--- config.mk ---
export PLATFORM = sky130hd
export DESIGN_NAME = nibbler_prog_loader
export DESIGN_NICKNAME = d
export VERILOG_FILES = /design/src/rtl/nibbler_pkg.sv /design/src/rtl/nibbler_nib_packer.sv /design/src/rtl/nibbler_prog_loader.sv
export SDC_FILE = /design/constraint.sdc
export NUM_CORES = 1
export LEC_CHECK = 0
export BUFFER_PORTS_ARGS = -buffer_cell sky130_fd_sc_hd__buf_2
export CORE_UTILIZATION = 58
export CTS_BUF_LIST = sky130_fd_sc_hd__clkbuf_8
export CTS_CLUSTER_SIZE = 40
export DETAILED_ROUTE_END_ITERATION = 6
export HOLD_SLACK_MARGIN = 0.02
export PLACE_DENSITY = 0.83
export SLEW_MARGIN = 20
export SYNTH_ARGS = -nofsm -noshare
export SYNTH_HDL_FRONTEND = slang
export SYNTH_HIERARCHICAL = 1
export SYNTH_SLANG_ARGS = --single-unit
--- constraint.sdc ---
create_clock -name CLK -period 3.2 [get_ports CLK]
set_input_delay 0.48 -clock CLK [delete_from_list [all_inputs] [get_ports CLK]]
set_output_delay 0.48 -clock CLK [all_outputs]
set_load 0.01 [all_outputs]
--- src/rtl/nibbler_pkg.sv ---
// Shared constants and loader state encoding for the Nibbler program loader.
package nibbler_pkg;

    localparam int ADDR_W     = 12;
    localparam int DATA_W     = 8;
    localparam int NIB_W      = 4;
    localparam int PROG_DEPTH = 4096;

    typedef enum logic [2:0] {
        S_IDLE,
        S_HI,
        S_LO,
        S_WR,
        S_CHK_HI,
        S_CHK_LO,
        S_DONE
    } ldr_state_e;

endpackage

--- src/rtl/nibbler_nib_packer.sv ---
// Nibble capture: holds the high nibble and presents the assembled byte.
module nibbler_nib_packer
    import nibbler_pkg::*;
(
    input  logic              clk,
    input  logic              rst,
    input  logic              take_hi,
    input  logic              nib_valid,
    input  logic              nib_ready,
    input  logic [NIB_W-1:0]  nib_data,
    output logic              fire,
    output logic [DATA_W-1:0] byte_out
);

    logic [NIB_W-1:0] hi_q;
    logic [NIB_W-1:0] hi_d;

    always_comb begin
        fire     = nib_valid & nib_ready;
        hi_d     = hi_q;
        if (fire && take_hi) begin
            hi_d = nib_data;
        end
        // Valid only on the low-nibble handshake; high half was captured earlier.
        byte_out = {hi_q, nib_data};
    end

    always_ff @(posedge clk or posedge rst) begin
        if (rst) begin
            hi_q <= '0;
        end else begin
            hi_q <= hi_d;
        end
    end

endmodule

--- src/rtl/nibbler_prog_loader.sv ---
// Nibbler program-memory loader: nibble stream in, sequential byte writes out.
// Optional checksum byte check enabled by NIBBLER_LOADER_CHECKSUM_EN.
module nibbler_prog_loader #(
    parameter int ADDR_W = nibbler_pkg::ADDR_W,
    parameter int DATA_W = nibbler_pkg::DATA_W
) (
    input  logic              CLK,
    input  logic              RESET,
    input  logic              start,
    input  logic [ADDR_W-1:0] length,
    input  logic              nib_valid,
    input  logic [3:0]        nib_data,
    output logic              nib_ready,
    output logic              mem_we,
    output logic [ADDR_W-1:0] mem_addr,
    output logic [DATA_W-1:0] mem_wdata,
    output logic              cpu_hold,
    output logic              busy,
    output logic              done,
    output logic              error
);

    import nibbler_pkg::*;

    ldr_state_e        state_q, state_d;
    logic [ADDR_W-1:0] cnt_q, cnt_d;
    logic [ADDR_W-1:0] len_q, len_d;
    logic [DATA_W-1:0] wdata_q, wdata_d;
    logic              we_q, we_d;
    logic              rdy_q, rdy_d;
    logic              hold_q, hold_d;
    logic              busy_q, busy_d;
    logic              done_q, done_d;
    logic [ADDR_W-1:0] last_addr;
    logic              fire;
    logic              take_hi;
    logic [DATA_W-1:0] pk_byte;
`ifdef NIBBLER_LOADER_CHECKSUM_EN
    logic [DATA_W-1:0] sum_q, sum_d;
    logic              err_q, err_d;
`endif

    assign take_hi = (state_q == S_HI) || (state_q == S_CHK_HI);

    nibbler_nib_packer u_packer (
        .clk       (CLK),
        .rst       (RESET),
        .take_hi   (take_hi),
        .nib_valid (nib_valid),
        .nib_ready (rdy_q),
        .nib_data  (nib_data),
        .fire      (fire),
        .byte_out  (pk_byte)
    );

    // length==0 wraps to the top address, giving a full 4096-byte load.
    assign last_addr = len_q - ADDR_W'(1);

    always_comb begin
        state_d = state_q;
        cnt_d   = cnt_q;
        len_d   = len_q;
        wdata_d = wdata_q;
        hold_d  = hold_q;
        busy_d  = busy_q;
        done_d  = done_q;
`ifdef NIBBLER_LOADER_CHECKSUM_EN
        sum_d   = sum_q;
        err_d   = err_q;
`endif
        unique case (state_q)
            S_IDLE, S_DONE: begin
                if (start) begin
                    state_d = S_HI;
                    cnt_d   = '0;
                    len_d   = length;
                    done_d  = 1'b0;
                    busy_d  = 1'b1;
                    hold_d  = 1'b1;
`ifdef NIBBLER_LOADER_CHECKSUM_EN
                    sum_d   = '0;
                    err_d   = 1'b0;
`endif
                end
            end
            S_HI: begin
                if (fire) state_d = S_LO;
            end
            S_LO: begin
                if (fire) begin
                    wdata_d = pk_byte;
                    state_d = S_WR;
                end
            end
            S_WR: begin
`ifdef NIBBLER_LOADER_CHECKSUM_EN
                sum_d = sum_q + wdata_q;
`endif
                if (cnt_q == last_addr) begin
`ifdef NIBBLER_LOADER_CHECKSUM_EN
                    state_d = S_CHK_HI;
`else
                    state_d = S_DONE;
`endif
                end else begin
                    cnt_d   = cnt_q + ADDR_W'(1);
                    state_d = S_HI;
                end
            end
`ifdef NIBBLER_LOADER_CHECKSUM_EN
            S_CHK_HI: begin
                if (fire) state_d = S_CHK_LO;
            end
            S_CHK_LO: begin
                if (fire) begin
                    err_d   = (pk_byte != sum_q);
                    state_d = S_DONE;
                end
            end
`endif
            default: state_d = S_IDLE;
        endcase

        if (state_d == S_DONE && state_q != S_DONE) begin
            busy_d = 1'b0;
            hold_d = 1'b0;
            done_d = 1'b1;
        end

        we_d  = (state_d == S_WR);
        rdy_d = (state_d == S_HI) || (state_d == S_LO) ||
                (state_d == S_CHK_HI) || (state_d == S_CHK_LO);
    end

    always_ff @(posedge CLK or posedge RESET) begin
        if (RESET) begin
            state_q <= S_IDLE;
            cnt_q   <= '0;
            len_q   <= '0;
            wdata_q <= '0;
            we_q    <= 1'b0;
            rdy_q   <= 1'b0;
            hold_q  <= 1'b0;
            busy_q  <= 1'b0;
            done_q  <= 1'b0;
        end else begin
            state_q <= state_d;
            cnt_q   <= cnt_d;
            len_q   <= len_d;
            wdata_q <= wdata_d;
            we_q    <= we_d;
            rdy_q   <= rdy_d;
            hold_q  <= hold_d;
            busy_q  <= busy_d;
            done_q  <= done_d;
        end
    end

`ifdef NIBBLER_LOADER_CHECKSUM_EN
    always_ff @(posedge CLK or posedge RESET) begin
        if (RESET) begin
            sum_q <= '0;
            err_q <= 1'b0;
        end else begin
            sum_q <= sum_d;
            err_q <= err_d;
        end
    end
    assign error = err_q;
`else
    assign error = 1'b0;
`endif

    assign nib_ready = rdy_q;
    assign mem_we    = we_q;
    assign mem_addr  = cnt_q;
    assign mem_wdata = wdata_q;
    assign cpu_hold  = hold_q;
    assign busy      = busy_q;
    assign done      = done_q;

endmodule

=== Word-level counts from Yosys, hierarchy flattened ===
Cells that the tools add are included.

* Register bits after elaboration: 43
* Input port bits: 20
* Output and inout port bits: 26
* Logic and storage cells: 56

* Add/subtract/negate cells: 2
* Equality and inequality tests: 15
* Muxes and demuxes: 14
* Bitwise operators: 1
* Reductions and logical operators: 15

{| class="wikitable"
|+ Operators with widths
! cell !! number
|-
| $mux 12 || 2
|-
| $pmux 12 s2 || 1
|-
| $eq 3x3->1 const B || 5
|-
| $add 12x1->12 const B || 1
|-
| $eq 12x12->1 || 1
|-
| $eq 3x2->1 const B || 4
|-
| $mux 3 || 4
|-
| $pmux 3 s4 || 1
|-
| $sub 12x1->12 const B || 1
|-
| $eq 3x1->1 const B || 2
|-
| $mux 1 || 6
|-
| $reduce_and 2->1 || 3
|-
| $reduce_bool 2->1 || 3
|-
| $logic_or 1x1->1 || 4
|-
| $ne 2x2->1 const B || 2
|-
| $logic_not 3->1 || 1
|-
| $ne 3x3->1 const B || 1
|-
| $reduce_and 3->1 || 1
|-
| $logic_and 1x1->1 || 2
|-
| $reduce_or 2->1 || 1
|-
| $and 1x1->1 || 1
|}

=== Depth between registers and ports, before layout ===
* Word-level depth: 8
* Depth in mapped cells: 9
* Gate-level depth less buffers: 8

=== Hierarchy ===
Netlist, hierarchy kept.

{| class="wikitable"
|+ Modules (own cells, without submodules)
! module !! times used !! cells an instance !! area each (um^2) !! sequential area each (um^2)
|-
| nibbler_prog_loader || 1 || 250 || 2428.6 || 975.9
|-
| nibbler_nib_packer || 1 || 15 || 196.4 || 100.1
|}

=== Worst setup path before layout ===
No wires, ideal clock.

* Kind: flip-flop to flip-flop
* Start: register len_q[0]
* End: register state_q[2]
* Library setup time: 0.078 ns
* Arrival time: 2.201 ns
* Data required time: 3.122 ns
* Path slack: 0.922 ns
* Cell stages (with the launch flop): 10
* Path buffers: 1
* Period minus slack after synthesis: 2.278 ns
* Cell sequence: dfrtp_1 inv_1 ha_1 buf_2 and2_1 o21a_1 o21ai_0 nand3_2 or4_1 a21boi_1

* Cells in the longest elaborated chain, start to end: 4

{| class="wikitable"
|+ RTL lines
! item !! RTL line !! text
|-
| from (decl) || nibbler_prog_loader.sv:27 || <nowiki>logic [ADDR_W-1:0] len_q, len_d;</nowiki>
|-
| from (signal assigned) || nibbler_prog_loader.sv:149 || <nowiki>len_q <= len_d;</nowiki>
|-
| $sub 12x1->12 || nibbler_prog_loader.sv:57 || <nowiki>assign last_addr = len_q - ADDR_W'(1);</nowiki>
|-
| $eq 12x12->1 || nibbler_prog_loader.sv:99 || <nowiki>if (cnt_q == last_addr) begin</nowiki>
|-
| $mux 3 || nibbler_prog_loader.sv:99 ||
|-
| $pmux 3 s4 || nibbler_prog_loader.sv:71 || <nowiki>unique case (state_q)</nowiki>
|-
| net state_d[2] || nibbler_prog_loader.sv:25 || <nowiki>ldr_state_e state_q, state_d;</nowiki>
|-
| to (signal assigned) || nibbler_prog_loader.sv:147 || <nowiki>state_q <= state_d;</nowiki>
|-
| to (decl) || nibbler_prog_loader.sv:25 ||
|}

The timed path passes the listed nets, and every way through them passes these cells.
A chain may end at the register's enable or synchronous reset.

=== Final worst setup path ===
* Start: register len_q[0]
* End: register cnt_q[0] (netlist: mem_addr[0])

* Cells in the longest elaborated chain, start to end: 4

{| class="wikitable"
|+ RTL lines
! item !! RTL line !! text
|-
| $sub 12x1->12 || nibbler_prog_loader.sv:57 ||
|-
| $eq 12x12->1 || nibbler_prog_loader.sv:99 ||
|-
| $ne 2x2->1 (no source line) || -- ||
|-
| $reduce_and 3->1 (no source line) || -- ||
|-
| to (signal assigned) || nibbler_prog_loader.sv:148 || <nowiki>cnt_q <= cnt_d;</nowiki>
|-
| to (decl) || nibbler_prog_loader.sv:26 || <nowiki>logic [ADDR_W-1:0] cnt_q, cnt_d;</nowiki>
|}

Every way passes these cells.

==> results.txt <==
----------------------------------------------------
[Timing]
  Setup violations, final ... 0
  Setup Skew ... 0.00549 ns
  Maximum clock rate ... 382 MHz
  Post-route setup TNS ... 0 ns
  Smallest setup slack after layout ... 0.583 ns
  Slew Limit Headroom ... 0.573
  Slew Viols, Final ... 0
  Setup repair after global routing missed its margin ... false
  Worst-Margin Slew ... 0.640 ns
  Final cycle utilization of the critical path ... 0.818
  Total count of hold-check failures in the final report ... 0
  Fin crit period ... 2.62 ns

[Global routing]
  Total GRT Usage ... 0.254
  Pin count of the biggest net entering global routing ... 26
  Global-route wire length before repair ... 9.65 mm
  Sum of overflow across all layers after global routing ... 0
  Number of antenna violations at the first check in global routing ... 0
  Number of global-route vias before repair ... 1972

[Clock tree]
  Clock slew at the register clock pins of the worst setup and hold paths ... 0.08 ns
  Cell chosen for the clock root ... sky130_fd_sc_hd__clkbuf_8
  Insertion delay of the later-clocked pin in the worst-skew pair ... 0.29 ns
  Clock tree from TritonCTS ... built
  Maximum buffer depth of the clock tree ... 2
  Clk sinks ... 43
  CTS hold repair buffers ... 0
  Post-CTS setup-driven buffer insertion count ... 0
  CTS Buf Count ... 5
  H-tree levels ... 2
  Resized cells post-CTS ... 0

[Floorplanning]
  Core Rows ... 24
  Horiz. Die Dim ... 69.3 microns
  Core Region ... 4350 sq um
  Chip Height ... 69.3 microns
  Starting utilization of the core area ... 0.603
  Die footprint ... 4800 sq um
  Num ports ... 46

[Power and ir drop]
  IR Drop Worst-Case VDD ... 0.000492 V
  Power density over the cells ... 886 nW/um^2
  Leakage Power ... 1.42 nW

[Logic synthesis]
  Netlist area before placement ... 2630 sq um
  Gate count of the mapped netlist ... 265
  Post-synthesis sequential area ratio ... 0.410
  Fraction of registers with async set/reset ... 1.00
  Yosys cell types ... 63
  Post-synthesis net count ... 287
  Number of enable flip-flop cells after synthesis ... 0
  Top cells by area in the synthesized netlist ... sky130_fd_sc_hd__dfrtp_1 (41%), sky130_fd_sc_hd__nand2_1 (7.0%), sky130_fd_sc_hd__mux2i_1 (3.8%)
  Flip-flop and latch count after synthesis ... 43
  Average cell area after synthesis ... 9.91 sq um
  Largest area contributor in the synthesized netlist ... sky130_fd_sc_hd__dfrtp_1
  Warnings from Yosys ... 6
  Primary flip-flop cell chosen by synthesis mapping ... sky130_fd_sc_hd__dfrtp_1
  Share of Yosys cell area claimed by the top area cell type ... 0.410

[Worst setup path]
  Worst Path Required ... 3.41 ns
  Crit path DAT ... 2.83 ns
  Capturing point of the worst reg2reg path ... mem_addr[0]
  Reg2reg start ... len_q[0]
  Nature of the critical path startpoint ... register
  R2R depth ... 8
  CP endpoint kind ... register
  Worst setup path category ... reg2reg
  R2r setup slk ... 0.58 ns
  Worst setup path startpoint ... len_q[0]
  Worst-path fanout max ... 8
  Endpoint of the most critical setup path ... mem_addr[0]

[Detailed routing]
  Routed Wire Length ... 5.77 mm
  Via total after detailed routing ... 2120
  Detailed Route Iter0 Violations ... 134
  Remaining design rule violation count ... 0
  Routed wirelength normalized by instance count ... 16.2 microns
  Post-route antenna net violation count ... 0
  Drt first pass iters ... 5
  Via density per instance ... 5.97

[Cells and area]
  Proportion of layout cells with a drive suffix above 1 ... 0.271
  Final net count ... 324
  Fillers ... 331
  Core occupancy in the finished layout ... 0.681
  Ant diodes ... 0
  Synth-to-Final Area Change ... 12.9%
  Most common library cell in the layout ignoring fill and taps ... sky130_fd_sc_hd__nand2_1
  Most frequent cells in the layout ... sky130_fd_sc_hd__nand2_1 (49), sky130_fd_sc_hd__buf_2 (44), sky130_fd_sc_hd__dfrtp_1 (43)

[Placed design]
  Setup slack after placement ... 0.634 ns
  Gpl congestion ... 0.882
  Detailed placer's ending HPWL ... 4.25 mm
  Number of buffers added on ports ... 44

[Run status]
  Run status ... finished, final reports clean

[Job]
  Maximum Capacitance Violations ... 0

[Worst hold path]
  Path class of the lowest-slack min-delay path ... in2async

----------------------------------------------------
==> report_power, final <==
group / switching [mW] / leakage (nW) / internal, mW
clock network: 0.195 / 0.0618 / 0.257
logic: 0.685 / 0.815 / 0.513
registers: 0.244 / 0.541 / 0.733
total: 1.12 / 1.42 / 1.50
==> per-stage QoR <==
| stage | total power, mW | hold slack, ns | std cells | area, sq um |
|---|---|---|---|---|
| after floorplan | 1.85 | 0.246 | 265 | 2630 |
| after global placement | 2.11 | 0.377 | 347 | 2840 |
| after detailed placement | 2.17 | 0.384 | 347 | 2840 |
| after CTS | 2.62 | 0.0679 | 355 | 2960 |
| after global routing | 2.80 | 0.0734 | 355 | 2960 |
| final | 2.63 | 0.0659 | 355 | 2960 |
==> routing by layer <==
metal  global-route usage  wire (microns)  part of all wire  vias to the layer above
li1                     -               -                 -                     1012
met1                0.359            2570              0.45                     1010
met2                0.397            2740              0.47                       82
met3               0.0392             311             0.054                       16
met4               0.0998             152             0.026                        0
met5                    0               0                 0                        -
==> cell families after synthesis <==
family	count (synthesis)	synth area share
other cells	1	0.00143
mux	22	0.0896
compound gates	50	0.150
flops	43	0.410
fa+ha+maj	2	0.00953
simple gates	104	0.234
xor+xnor	15	0.0558
buf+inv	28	0.0500
==> state kept, by name (all words and copies together), names as in the netlist <==
signal / cells
len_q: 12
mem_addr: 12
mem_wdata: 8
u_packer/hi_q: 4
state_q: 3
busy: 1
done: 1
mem_we: 1
nib_ready: 1
==> worst min path at each step <==
stage	to	depth (start not counted)	slack [ns]
3_5_place_dp	u_packer/hi_q[1]	2	0.38
5_1_grt	u_packer/hi_q[0]	2	0.07
4_1_cts	u_packer/hi_q[2]	2	0.07
6_report	u_packer/hi_q[0]	2	0.07
2_1_floorplan	u_packer/hi_q[0]	1	0.25
3_3_place_gp	u_packer/hi_q[2]	2	0.38
==> cell type report <==
type,count,area (sq um),share of cell area
tap,52,65.1,0.0220
inverter,11,41.3,0.0139
timing repair buffer,47,243,0.0819
multi-input combinational,194,1420,0.478
clock inverter,2,38.8,0.0131
sequential,43,1080,0.363
clock buffer,6,82.6,0.0279
==> synthesized netlist by cell type (2+ instances only) <==
| master | instances |
|---|---|
| sky130_fd_sc_hd__nor4_2 | 2 |
| sky130_fd_sc_hd__nand4_1 | 4 |
| sky130_fd_sc_hd__o21ai_0 | 10 |
| sky130_fd_sc_hd__buf_4 | 6 |
| sky130_fd_sc_hd__nor2b_1 | 3 |
| sky130_fd_sc_hd__nand2b_1 | 5 |
| sky130_fd_sc_hd__nor3b_1 | 2 |
| sky130_fd_sc_hd__ha_1 | 2 |
| sky130_fd_sc_hd__clkbuf_1 | 7 |
| sky130_fd_sc_hd__mux2i_1 | 10 |
| sky130_fd_sc_hd__xor2_1 | 3 |
| sky130_fd_sc_hd__and2_1 | 3 |
| sky130_fd_sc_hd__mux2_2 | 8 |
| sky130_fd_sc_hd__o2111a_1 | 2 |
| sky130_fd_sc_hd__nand2_1 | 49 |
| sky130_fd_sc_hd__inv_1 | 10 |
| sky130_fd_sc_hd__nand3_1 | 2 |
| sky130_fd_sc_hd__nand3b_1 | 2 |
| sky130_fd_sc_hd__o21ai_1 | 2 |
| sky130_fd_sc_hd__a211o_1 | 2 |
| sky130_fd_sc_hd__nand3_2 | 2 |
| sky130_fd_sc_hd__and3_1 | 7 |
| sky130_fd_sc_hd__o2111ai_1 | 5 |
| sky130_fd_sc_hd__a31oi_1 | 3 |
| sky130_fd_sc_hd__mux2_1 | 4 |
| sky130_fd_sc_hd__a211oi_1 | 4 |
| sky130_fd_sc_hd__buf_2 | 3 |
| sky130_fd_sc_hd__a21oi_2 | 2 |
| sky130_fd_sc_hd__dfrtp_1 | 43 |
| sky130_fd_sc_hd__nor3_1 | 4 |
| sky130_fd_sc_hd__a21oi_1 | 5 |
| sky130_fd_sc_hd__a21o_1 | 2 |
| sky130_fd_sc_hd__xnor2_1 | 10 |
| sky130_fd_sc_hd__nor4_4 | 3 |
| sky130_fd_sc_hd__nor2_1 | 6 |
==> critical path, stage by stage, from the launching register on <==
cell,delay [ns]
sky130_fd_sc_hd__dfrtp_1,0.44
sky130_fd_sc_hd__inv_1,0.10
sky130_fd_sc_hd__ha_1,0.30
sky130_fd_sc_hd__and4bb_1,0.27
sky130_fd_sc_hd__o211ai_1,0.15
sky130_fd_sc_hd__nor4_4,0.38
sky130_fd_sc_hd__o2111ai_2,0.32
sky130_fd_sc_hd__o21ai_1,0.33
sky130_fd_sc_hd__mux2i_1,0.24
Note: power is estimated with default switching activity, not from simulation.
